[src/rtl/alu_cu_pkg.sv]
// Shared types for the ALU control unit with the RV32M multiply/divide sequencer.
// Holds the op-class, ALU-op, M-op and sequencer-state enums plus the base
// funct3 -> ALU-op mapping used by both R-type and I-type decode.
package alu_cu_pkg;

  // Op class from the main decoder; 5..7 are reserved.
  typedef enum logic [2:0] {
    ClsAdd    = 3'd0,
    ClsBranch = 3'd1,
    ClsRtype  = 3'd2,
    ClsItype  = 3'd3,
    ClsLui    = 3'd4
  } alu_cls_e;

  typedef enum logic [3:0] {
    OpAdd   = 4'b0000,
    OpSub   = 4'b0001,
    OpSll   = 4'b0010,
    OpSlt   = 4'b0011,
    OpSltu  = 4'b0100,
    OpXor   = 4'b0101,
    OpSrl   = 4'b0110,
    OpSra   = 4'b0111,
    OpOr    = 4'b1000,
    OpAnd   = 4'b1001,
    OpPassB = 4'b1010,
    OpMd    = 4'b1111
  } alu_op_e;

  typedef enum logic [2:0] {
    MdMul    = 3'b000,
    MdMulh   = 3'b001,
    MdMulhsu = 3'b010,
    MdMulhu  = 3'b011,
    MdDiv    = 3'b100,
    MdDivu   = 3'b101,
    MdRem    = 3'b110,
    MdRemu   = 3'b111
  } md_op_e;

  typedef enum logic [1:0] {
    StIdle,
    StBusy,
    StDone
  } md_state_e;

  // funct3 table; alt (INST[30]) only matters for 000 (SUB) and 101 (SRA).
  function automatic alu_op_e base_op(input logic [2:0] funct3, input logic alt);
    alu_op_e op;
    unique case (funct3)
      3'b000:  op = alt ? OpSub : OpAdd;
      3'b001:  op = OpSll;
      3'b010:  op = OpSlt;
      3'b011:  op = OpSltu;
      3'b100:  op = OpXor;
      3'b101:  op = alt ? OpSra : OpSrl;
      3'b110:  op = OpOr;
      default: op = OpAnd;
    endcase
    return op;
  endfunction

endpackage

[src/rtl/md_iter.sv]
// Iterative RV32M datapath: radix-2 shift-add multiply and restoring divide on
// operand magnitudes, with the sign fixup folded into the final-cycle result.
// Ports:
//   clk, rst          clock, synchronous active-high reset
//   start             load operands/funct3, counter <= XLEN
//   step              perform one iteration, counter decrements
//   funct3, a, b      M-op select and operands (sampled on start)
//   result            value after the current step (valid when last)
//   last              counter == 1: this step is the final one
module md_iter
  import alu_cu_pkg::*;
#(
  parameter int unsigned XLEN = 32
) (
  input  logic            clk,
  input  logic            rst,
  input  logic            start,
  input  logic            step,
  input  logic [2:0]      funct3,
  input  logic [XLEN-1:0] a,
  input  logic [XLEN-1:0] b,
  output logic [XLEN-1:0] result,
  output logic            last
);

  localparam int unsigned CntW = $clog2(XLEN) + 1;

  logic [CntW-1:0] cnt_q;
  // mul: {hi,lo} is the product shift register, aux = |a|
  // div: hi = partial remainder, lo = dividend/quotient, aux = |b|
  logic [XLEN-1:0] hi_q, lo_q, aux_q;
  logic [2:0]      f3_q;
  logic            neg_q;

  logic            is_div, sgn_a, sgn_b, sa, sb, neg_start;
  logic [XLEN-1:0] abs_a, abs_b;

  always_comb begin
    is_div = funct3[2];
    sgn_a  = is_div ? ~funct3[0] : (funct3 != MdMulhu);
    sgn_b  = is_div ? ~funct3[0] : ~funct3[1];
    sa     = sgn_a & a[XLEN-1];
    sb     = sgn_b & b[XLEN-1];
    abs_a  = sa ? -a : a;
    abs_b  = sb ? -b : b;
    if (!is_div) begin
      neg_start = sa ^ sb;
    end else if (funct3[1]) begin
      neg_start = sa;
    end else begin
      // Quotient of x/0 stays all-ones regardless of the dividend sign.
      neg_start = (sa ^ sb) & (b != '0);
    end
  end

  logic [XLEN:0]     mul_sum, div_sh;
  logic              div_ge;
  logic [XLEN-1:0]   hi_d, lo_d, quo_rem;
  logic [2*XLEN-1:0] prod;

  always_comb begin
    mul_sum = {1'b0, hi_q} + (lo_q[0] ? {1'b0, aux_q} : '0);
    div_sh  = {hi_q, lo_q[XLEN-1]};
    div_ge  = div_sh >= {1'b0, aux_q};
    if (f3_q[2]) begin
      // Remainder < divisor, so the low XLEN bits of the difference are exact.
      hi_d = div_ge ? (div_sh[XLEN-1:0] - aux_q) : div_sh[XLEN-1:0];
      lo_d = {lo_q[XLEN-2:0], div_ge};
    end else begin
      hi_d = mul_sum[XLEN:1];
      lo_d = {mul_sum[0], lo_q[XLEN-1:1]};
    end
    prod    = neg_q ? -{hi_d, lo_d} : {hi_d, lo_d};
    quo_rem = f3_q[1] ? hi_d : lo_d;
    if (neg_q) quo_rem = -quo_rem;
    if (f3_q[2]) begin
      result = quo_rem;
    end else if (f3_q == MdMul) begin
      result = prod[XLEN-1:0];
    end else begin
      result = prod[2*XLEN-1:XLEN];
    end
    last = (cnt_q == CntW'(1));
  end

  always_ff @(posedge clk) begin
    if (rst) begin
      cnt_q <= '0;
      hi_q  <= '0;
      lo_q  <= '0;
      aux_q <= '0;
      f3_q  <= '0;
      neg_q <= 1'b0;
    end else if (start) begin
      cnt_q <= CntW'(XLEN);
      hi_q  <= '0;
      lo_q  <= is_div ? abs_a : abs_b;
      aux_q <= is_div ? abs_b : abs_a;
      f3_q  <= funct3;
      neg_q <= neg_start;
    end else if (step) begin
      cnt_q <= cnt_q - CntW'(1);
      hi_q  <= hi_d;
      lo_q  <= lo_d;
    end
  end

endmodule

[src/rtl/alu_cu_md.sv]
// ALU control unit: combinational decode of op class + instruction fields into
// an ALU op select, plus a stall/done sequencer for RV32M multiply/divide.
// Ports:
//   clk, rst          clock, synchronous active-high reset
//   ALU_INST, INST    op class and {INST[25], INST[30], funct3}
//   valid, flush      instruction valid in execute; abort in-flight M op
//   op_a, op_b        rs1 / rs2 values
//   ALUops, illegal   decoded ALU op and unsupported-encoding flag
//   stall             hold the pipeline while an M op runs
//   md_done           one-cycle pulse, md_result valid
//   md_result         last completed M-op result
module alu_cu_md
  import alu_cu_pkg::*;
#(
  parameter int unsigned XLEN     = 32,
  parameter bit          EN_M     = 1'b1,
  parameter bit          SHORTCUT = 1'b1
) (
  input  logic            clk,
  input  logic            rst,
  input  logic [2:0]      ALU_INST,
  input  logic [4:0]      INST,
  input  logic            valid,
  input  logic            flush,
  input  logic [XLEN-1:0] op_a,
  input  logic [XLEN-1:0] op_b,
  output logic [3:0]      ALUops,
  output logic            stall,
  output logic            md_done,
  output logic [XLEN-1:0] md_result,
  output logic            illegal
);

  alu_op_e dec_op;
  logic    dec_ill;

  always_comb begin
    dec_op  = OpAdd;
    dec_ill = 1'b0;
    case (ALU_INST)
      ClsAdd: dec_op = OpAdd;
      ClsBranch: begin
        unique case (INST[2:1])
          2'b00: dec_op = OpSub;
          2'b01: begin
            dec_op  = OpSub;
            dec_ill = 1'b1;
          end
          2'b10: dec_op = OpSlt;
          default: dec_op = OpSltu;
        endcase
      end
      ClsRtype: begin
        if (INST[4]) begin
          if (EN_M) dec_op = OpMd;
          else      dec_ill = 1'b1;
        end else begin
          dec_op  = base_op(INST[2:0], INST[3]);
          dec_ill = INST[3] && (INST[2:0] != 3'b000) && (INST[2:0] != 3'b101);
        end
      end
      ClsItype: begin
        // Only SRAI uses INST[30]; SLLI with it set is not a valid encoding.
        dec_op  = base_op(INST[2:0], INST[3] && (INST[2:0] == 3'b101));
        dec_ill = INST[3] && (INST[2:0] == 3'b001);
      end
      ClsLui:  dec_op = OpPassB;
      default: dec_ill = 1'b1;
    endcase
  end

  assign ALUops  = dec_op;
  assign illegal = dec_ill;

  if (EN_M) begin : g_md
    localparam logic [XLEN-1:0] MinVal = {1'b1, {(XLEN-1){1'b0}}};

    md_state_e       state_q;
    logic [XLEN-1:0] result_q, iter_result, short_result;
    logic            m_op, accept, bz, ovf, short_hit, start, step, last;

    always_comb begin
      m_op      = valid && (ALU_INST == ClsRtype) && INST[4] && !dec_ill;
      accept    = (state_q == StIdle) && m_op && !flush;
      bz        = (op_b == '0);
      ovf       = !INST[0] && (op_a == MinVal) && (op_b == '1);
      short_hit = SHORTCUT && INST[2] && (bz || ovf);
      // REM-class picks the remainder, DIV-class the quotient.
      short_result = INST[1] ? (bz ? op_a : '0) : (bz ? '1 : MinVal);
      start     = accept && !short_hit;
      step      = (state_q == StBusy) && !flush;
    end

    md_iter #(
      .XLEN(XLEN)
    ) u_md_iter (
      .clk   (clk),
      .rst   (rst),
      .start (start),
      .step  (step),
      .funct3(INST[2:0]),
      .a     (op_a),
      .b     (op_b),
      .result(iter_result),
      .last  (last)
    );

    always_ff @(posedge clk) begin
      if (rst) begin
        state_q  <= StIdle;
        result_q <= '0;
      end else begin
        unique case (state_q)
          StIdle: begin
            if (accept) begin
              if (short_hit) begin
                result_q <= short_result;
                state_q  <= StDone;
              end else begin
                state_q <= StBusy;
              end
            end
          end
          StBusy: begin
            if (flush) begin
              state_q <= StIdle;
            end else if (last) begin
              result_q <= iter_result;
              state_q  <= StDone;
            end
          end
          default: state_q <= StIdle;
        endcase
      end
    end

    assign stall     = accept || (state_q == StBusy);
    assign md_done   = (state_q == StDone);
    assign md_result = result_q;
  end else begin : g_no_md
    assign stall     = 1'b0;
    assign md_done   = 1'b0;
    assign md_result = '0;
  end

endmodule

[config.mk]
export PLATFORM = sky130hd
export DESIGN_NAME = alu_cu_md
export DESIGN_NICKNAME = d
export VERILOG_FILES = /design/src/rtl/alu_cu_pkg.sv /design/src/rtl/md_iter.sv /design/src/rtl/alu_cu_md.sv
export SDC_FILE = /design/constraint.sdc
export NUM_CORES = 1
export LEC_CHECK = 0
export ABC_AREA = 0
export BUFFER_PORTS_ARGS = -buffer_cell sky130_fd_sc_hd__buf_2
export CAP_MARGIN = 10
export CORE_ASPECT_RATIO = 1.25
export CORE_UTILIZATION = 55
export DETAILED_ROUTE_END_ITERATION = 8
export PLACE_DENSITY = 0.74
export SLEW_MARGIN = 40
export SYNTH_ARGS = -nofsm -noshare
export SYNTH_HDL_FRONTEND = slang
export SYNTH_SLANG_ARGS = --single-unit
[constraint.sdc]
create_clock -name clk -period 7.6 [get_ports clk]
set_clock_uncertainty 0.2 [all_clocks]
set_input_delay 1.14 -clock clk [delete_from_list [all_inputs] [get_ports clk]]
set_output_delay 1.14 -clock clk [all_outputs]
set_load 0.05 [all_outputs]
## After elaboration in Yosys (flattened, before gate mapping)

Index checks and enable logic that the tools add are counted.

| storage, ports and cells | value |
|---|---|
| register bits | 140 |
| bits of input ports | 76 |
| output and inout port bits | 39 |
| word-level logic and storage cells | 128 |

| cells by class | value |
|---|---|
| add/sub/neg operators | 7 |
| order comparisons | 1 |
| eq/ne operators | 24 |
| mux-type cells | 46 |
| bitwise gates (word level) | 6 |
| reduce and logical (&&, ||, !) cells | 35 |

Operator list:

| kind | count |
|---|---|
| 2-to-1 mux 32 bit | 20 |
| negation 32 bit | 3 |
| equality test 32 bit (second input constant) | 2 |
| 2-to-1 mux 64 bit | 1 |
| negation 64 bit | 1 |
| one-hot mux 32 bit (2 select lines) | 1 |
| one-hot mux 4 bit (7 select lines) | 2 |
| adder 32 x 33 -> 33 bit | 1 |
| >= comparator 33 x 32 -> 1 bit | 1 |
| logical NOT 32 bit | 1 |
| nonzero test 32 bit | 1 |
| subtractor 32 bit | 1 |
| 2-to-1 mux 31 bit | 1 |
| one-hot mux 4 bit (4 select lines) | 1 |
| logical AND 1 bit | 14 |
| equality test 3 x 2 -> 1 bit (second input constant) | 4 |
| equality test 3 bit (second input constant) | 4 |
| 2-to-1 mux 6 bit | 2 |
| 2-to-1 mux 1 bit | 10 |
| logical NOT 3 bit | 3 |
| 2-to-1 mux 2 bit | 4 |
| inequality test 2 bit (second input constant) | 4 |
| equality test 3 x 1 -> 1 bit (second input constant) | 2 |
| equality test 6 x 1 -> 1 bit (second input constant) | 1 |
| 20 further kinds | 34 |

## Depth between registers and ports, before layout

| logic depth | value |
|---|---|
| depth after elaboration | 11 |
| depth in mapped cells | 24 |
| mapped depth without buffers | 22 |

## By module

From an unflattened synthesis, not the netlist that was laid out.

| second synthesis, totals | value |
|---|---|
| cells, all modules | 2704 |
| area, all modules | 18577.8 um^2 |

Modules (own cells, without submodules):

| module | times used | cells an instance | area each (um^2) |
|---|---|---|---|
| md_iter | 1 | 2352 | 15984.1 |
| alu_cu_md | 1 | 352 | 2593.7 |

## Worst setup path before layout

Ideal clock, no wire load.

| timing path | value |
|---|---|
| path kind | register to register |
| start | register g_md.u_md_iter.f3_q[2] |
| end | register g_md.result_q[30], in the netlist md_result[30] |
| library setup time | 0.086 ns |
| arrival | 5.426 ns |
| data required time | 7.314 ns |
| setup slack | 1.888 ns |
| stages on the path, launching flop included | 23 |
| path buffers | 7 |
| period minus slack after synthesis | 5.712 ns |
| cell sequence | dfxtp_1 -> clkbuf_1 -> buf_2 -> buf_2 -> clkbuf_1 -> buf_1 -> buf_2 -> buf_1 -> mux2i_1 -> ha_1 -> nor3b_1 -> o221ai_1 -> or2_2 -> or2_2 -> nor2_1 -> nand2_1 -> and4b_1 -> and2_1 -> nor4b_1 -> nand3_1 -> mux2i_1 -> a21oi_1 -> a211oi_1 |

| between the ends | value |
|---|---|
| word-level cells in the longest chain between the ends | 8 |
| elaborated cells between the ends (all ways) | 13 |
| those cells by class | add/sub: 2; mux: 10; reduce/logical: 1 |

RTL lines:

| what | RTL line | source |
|---|---|---|
| start, declared | md_iter.sv:32 | `logic [2:0] f3_q;` |
| start signal, assigned | md_iter.sv:99 | `f3_q <= funct3;` |
| 2-to-1 mux 32 bit | md_iter.sv:65 | `if (f3_q[2]) begin` |
| negation 64 bit or 2-to-1 mux 32 bit (tied branches) | md_iter.sv:73, md_iter.sv:74 |  |
| 2-to-1 mux 64 bit or negation 32 bit (tied branches) | md_iter.sv:73, md_iter.sv:75 |  |
| 2-to-1 mux 32 bit, on equally long branches | md_iter.sv:78, md_iter.sv:75 |  |
| 2-to-1 mux 32 bit * | md_iter.sv:76 | `if (f3_q[2]) begin` |
| 2-to-1 mux 32 bit * | alu_cu_md.sv:127 | `end else if (last) begin` |
| 2-to-1 mux 32 bit * | alu_cu_md.sv:125 | `if (flush) begin` |
| one-hot mux 32 bit (2 select lines) * | alu_cu_md.sv:113 | `unique case (state_q)` |
| end signal, assigned | alu_cu_md.sv:117 | `result_q <= short_result;` |
| end signal, assigned | alu_cu_md.sv:128 | `result_q <= iter_result;` |
| end, declared | alu_cu_md.sv:79 | `logic [XLEN-1:0] result_q, iter_result, short_result;` |

Every way passes the cells marked *; elsewhere a longest branch is shown, timed or not. The select of a mux whose other input is x is not followed.
A chain may end at the register's enable or synchronous reset.

## Worst setup path after layout

| timing path | value |
|---|---|
| start | register g_md.u_md_iter.hi_q[19] |
| end | register g_md.result_q[18], in the netlist md_result[18] |

| between the ends | value |
|---|---|
| word-level cells in the longest chain between the ends | 10 |
| elaborated cells between the ends (all ways) | 15 |
| those cells by class | add/sub: 3; order compare: 1; mux: 11 |

RTL lines:

| what | RTL line | source |
|---|---|---|
| start, declared | md_iter.sv:31 | `logic [XLEN-1:0] hi_q, lo_q, aux_q;` |
| start signal, assigned | md_iter.sv:103 | `hi_q <= hi_d;` |
| >= comparator 33 x 32 -> 1 bit | md_iter.sv:64 | `div_ge = div_sh >= {1'b0, aux_q};` |
| 2-to-1 mux 32 bit | md_iter.sv:67 | `hi_d = div_ge ? (div_sh[XLEN-1:0] - aux_q) : div_sh[XLEN-1:0];` |
| 2-to-1 mux 32 bit | md_iter.sv:65 |  |
| negation 64 bit or 2-to-1 mux 32 bit (tied branches) | md_iter.sv:73, md_iter.sv:74 |  |
| 2-to-1 mux 64 bit or negation 32 bit (tied branches) | md_iter.sv:73, md_iter.sv:75 |  |
| 2-to-1 mux 32 bit, on equally long branches | md_iter.sv:78, md_iter.sv:75 |  |
| 2-to-1 mux 32 bit * | md_iter.sv:76 |  |
| 2-to-1 mux 32 bit * | alu_cu_md.sv:127 |  |
| 2-to-1 mux 32 bit * | alu_cu_md.sv:125 |  |
| one-hot mux 32 bit (2 select lines) * | alu_cu_md.sv:113 |  |

Marks and branches as above.

==> flow_metrics.env <==
export IMPL_outcome="finished, final reports clean"
export IMPL_startpoint_type="flip-flop"
export IMPL_r2r_slack_ps=950
export IMPL_grt_max_degree=89
export IMPL_fin_tns_setup_ps=0
export IMPL_hold_viol_final=0
export IMPL_yosys_warnings=0
export IMPL_hp_class="reg2reg"
export IMPL_post_cts_buffers=0
export IMPL_syn_to_final_growth_pct=8.02
export IMPL_power_leakage_nw=7.36
export IMPL_nets=2691
export IMPL_synth_net_count=2697
export IMPL_first_pass_iters=6
export IMPL_clock_sinks=140
export IMPL_grt_pass1_wl_um=117000
export IMPL_power_internal_w=0.00146
export IMPL_sequentialPowerShare=0.318
export IMPL_seq_area_frac_synth=0.162
export IMPL_post_route_min_period_ps=6650
export IMPL_place_area_um2=18000
export IMPL_crit_arrival_ps=6770
export IMPL_max_cap_violations=0
export IMPL_io_pins=115
export IMPL_postSynthRegisterBits=140
export IMPL_syn_avg_cell_area_um2=6.78
export IMPL_min_period_over_period=0.875
export IMPL_max_freq_mhz=150
export IMPL_routedWlPerCell_um=27.0
export IMPL_io_buffers=114
export IMPL_die_width_um=160
export IMPL_power_w=0.00235
export IMPL_combPwrFrac=0.298
export IMPL_htree_levels=4
export IMPL_num_rows=72
export IMPL_gp_congestion=1.08
export IMPL_end_kind="flip-flop"
export IMPL_netlist_instances=2548
export IMPL_synth_area_um2=17300
export IMPL_cts_root_buf="clkbuf_16"
export IMPL_power_density_nw_per_um2=126
export IMPL_grt_use_total=0.489
export IMPL_crit_type="reg2reg"
export IMPL_first_iter_violations=2681
export IMPL_grt_pass1_vias=19100
export IMPL_vias=20800
export IMPL_routed_via_density=7.02
export IMPL_synth_edf_count=0
export IMPL_cts_path_max_buffers=2
export IMPL_coreArea_um2=30900
export IMPL_worst_pin_slew_ps=925
export IMPL_dieArea_um2=32100
export IMPL_start_util=0.559
export IMPL_rsz0062_at_grt="false"
export IMPL_final_cell_area_um2=18600
export IMPL_cts_tree="done"
export IMPL_numCtsBuffers=17
export IMPL_grt_antenna_before_repair=4
export IMPL_synth_distinct_cells=93
export IMPL_power_share_clock=0.384
export IMPL_async_flop_share=0
export IMPL_cts_hold_buf=0
export IMPL_required_ps=7720
export IMPL_overflow=0
export IMPL_nFillCells=2967
export IMPL_crit_path_max_fanout=23
export IMPL_power_switching_w=0.000889
export IMPL_postRouteAntennaNets=0
export IMPL_setup_viol=0
export IMPL_post_cts_resized=0
export IMPL_drive_gt1_frac=0.107
export IMPL_wl_um=79900
export IMPL_p_sw_frac=0.378
export IMPL_drc=0
export IMPL_synthFlopType="dfxtp_1"
export IMPL_slew_violations=0
export IMPL_clk_latency_ps=470
export IMPL_max_slew_margin=0.381
export IMPL_dp_hpwl_um=61000
export IMPL_clk_pin_slew_ps=70
export IMPL_max_vdd_ir_drop_uv=120
export IMPL_die_h_um=200
-- state kept, by name (all words and copies together), names as in the netlist --
register              cells
g_md.u_md_iter.cnt_q      6
g_md.u_md_iter.lo_q      32
g_md.u_md_iter.aux_q     32
md_result                32
g_md.u_md_iter.neg_q      1
g_md.u_md_iter.hi_q      32
g_md.state_q              2
g_md.u_md_iter.f3_q       3
-- cells in the mapped netlist (39+ instances only) --
| master | instances | area share |
|---|---|---|
| a211oi_1 | 54 | 0.023 |
| a21o_1 | 40 | 0.017 |
| a21oi_1 | 249 | 0.072 |
| and2_1 | 52 | 0.019 |
| clkbuf_1 | 148 | 0.032 |
| dfxtp_1 | 140 | 0.16 |
| ha_1 | 71 | 0.051 |
| inv_1 | 69 | 0.015 |
| mux2i_1 | 47 | 0.027 |
| nand2_1 | 312 | 0.068 |
| nand3_1 | 39 | 0.011 |
| nand4_1 | 45 | 0.016 |
| nor2_1 | 252 | 0.055 |
| nor3_1 | 73 | 0.021 |
| o211ai_1 | 75 | 0.033 |
| o21ai_0 | 191 | 0.055 |
| xnor2_1 | 92 | 0.047 |
| xor2_1 | 71 | 0.036 |
-- cell type report --
type                       instances  area, um^2  share of cell area
antenna                            2        5.00            0.000268
clock buffer                      18         429              0.0230
clock inverter                    14         170             0.00913
inverter                          70         263              0.0141
multi-input combinational       2157       13600               0.728
sequential                       140        2810               0.151
tap                              407         509              0.0273
timing repair buffer             156         896              0.0480
-- per-layer routing --
| metal | wire length [um] | vias to the layer above | GRT usage |
|---|---|---|---|
| met5 | 24 | - | 0.00606 |
| met4 | 7180 | 4 | 0.388 |
| met3 | 9390 | 377 | 0.119 |
| met2 | 35100 | 1510 | 0.785 |
| met1 | 28200 | 9585 | 0.558 |
| li1 | - | 9344 | - |
-- path summary, 6_finish.rpt --
path                                    startpoint                                     to  cells after the start
max reg2reg   g_md.u_md_iter.hi_q[19]$_SDFFE_PP0P_             md_result[18]$_SDFFE_PP0P_                     17
min reg2reg  g_md.u_md_iter.aux_q[16]$_SDFFE_PP0P_  g_md.u_md_iter.aux_q[16]$_SDFFE_PP0P_                      2
max           g_md.u_md_iter.hi_q[19]$_SDFFE_PP0P_             md_result[18]$_SDFFE_PP0P_                     17
min          g_md.u_md_iter.aux_q[16]$_SDFFE_PP0P_  g_md.u_md_iter.aux_q[16]$_SDFFE_PP0P_                      2
-- power groups by stage --
| stage | Sequential (W) | Combinational (W) | Clock, W |
|---|---|---|---|
| floorplan | 0.000759 | 0.000412 | 0 |
| global placement | 0.000763 | 0.000651 | 0 |
| detailed placement | 0.000764 | 0.000656 | 0 |
| CTS | 0.000747 | 0.000659 | 0.000889 |
| global route | 0.000748 | 0.000719 | 0.000926 |
| finish | 0.000748 | 0.000701 | 0.000902 |
-- cell usage in the layout (no fill, tap or decap), types with 15 or more instances in the layout --
| cell | instances |
|---|---|
| a211oi_1 | 53 |
| a21o_1 | 40 |
| a21oi_1 | 249 |
| a221oi_1 | 19 |
| a31oi_1 | 29 |
| and2_1 | 52 |
| buf_2 | 115 |
| buf_4 | 40 |
| clkbuf_16 | 17 |
| dfxtp_1 | 138 |
| ha_1 | 71 |
| inv_1 | 69 |
| mux2_2 | 22 |
| mux2i_1 | 47 |
| nand2_1 | 312 |
| nand2b_1 | 24 |
| nand3_1 | 39 |
| nand4_1 | 45 |
| nor2_1 | 250 |
| nor2b_1 | 19 |
| nor3_1 | 72 |
| nor4_1 | 16 |
| o211ai_1 | 75 |
| o21a_1 | 24 |
| o21ai_0 | 190 |
| o22ai_1 | 15 |
| o31ai_1 | 33 |
| or2_2 | 16 |
| or3_1 | 38 |
| xnor2_1 | 92 |
| xor2_1 | 71 |
-- critical path: stages (launching register included) --
cell,delay [ps]
dfxtp_1,430
ha_1,350
a21oi_1,290
o21ai_1,180
a211oi_1,490
o211a_1,320
buf_4,360
nand2_2,520
a311o_1,580
o21ai_0,300
ha_1,230
o21a_1,170
nand4b_1,320
or3b_1,660
o21ai_0,270
xor2_1,110
o221ai_1,500
o21ai_0,190
-- kinds of logic after synthesis --
group,share of synthesized area
AOI/OAI and AO/OA,0.337
xor gates and xnor gates,0.0827
adders and majority gates,0.0538
buffers and inverters,0.0573
DFF,0.162
muxes,0.0442
and+or+nand+nor,0.263
-- stage by stage --
step / setup slack (ps) / util / hold WS [ps] / instances
floorplan: 1890 / - / 240 / 2548
global placement: 1010 / 0.582 / 250 / 2928
detailed placement: 904 / 0.583 / 260 / 2930
CTS: 1340 / 0.602 / 268 / 2962
global route: 751 / 0.603 / 283 / 2962
finish: 951 / 0.603 / 267 / 2964
Note: power is estimated with default switching activity, not from simulation.
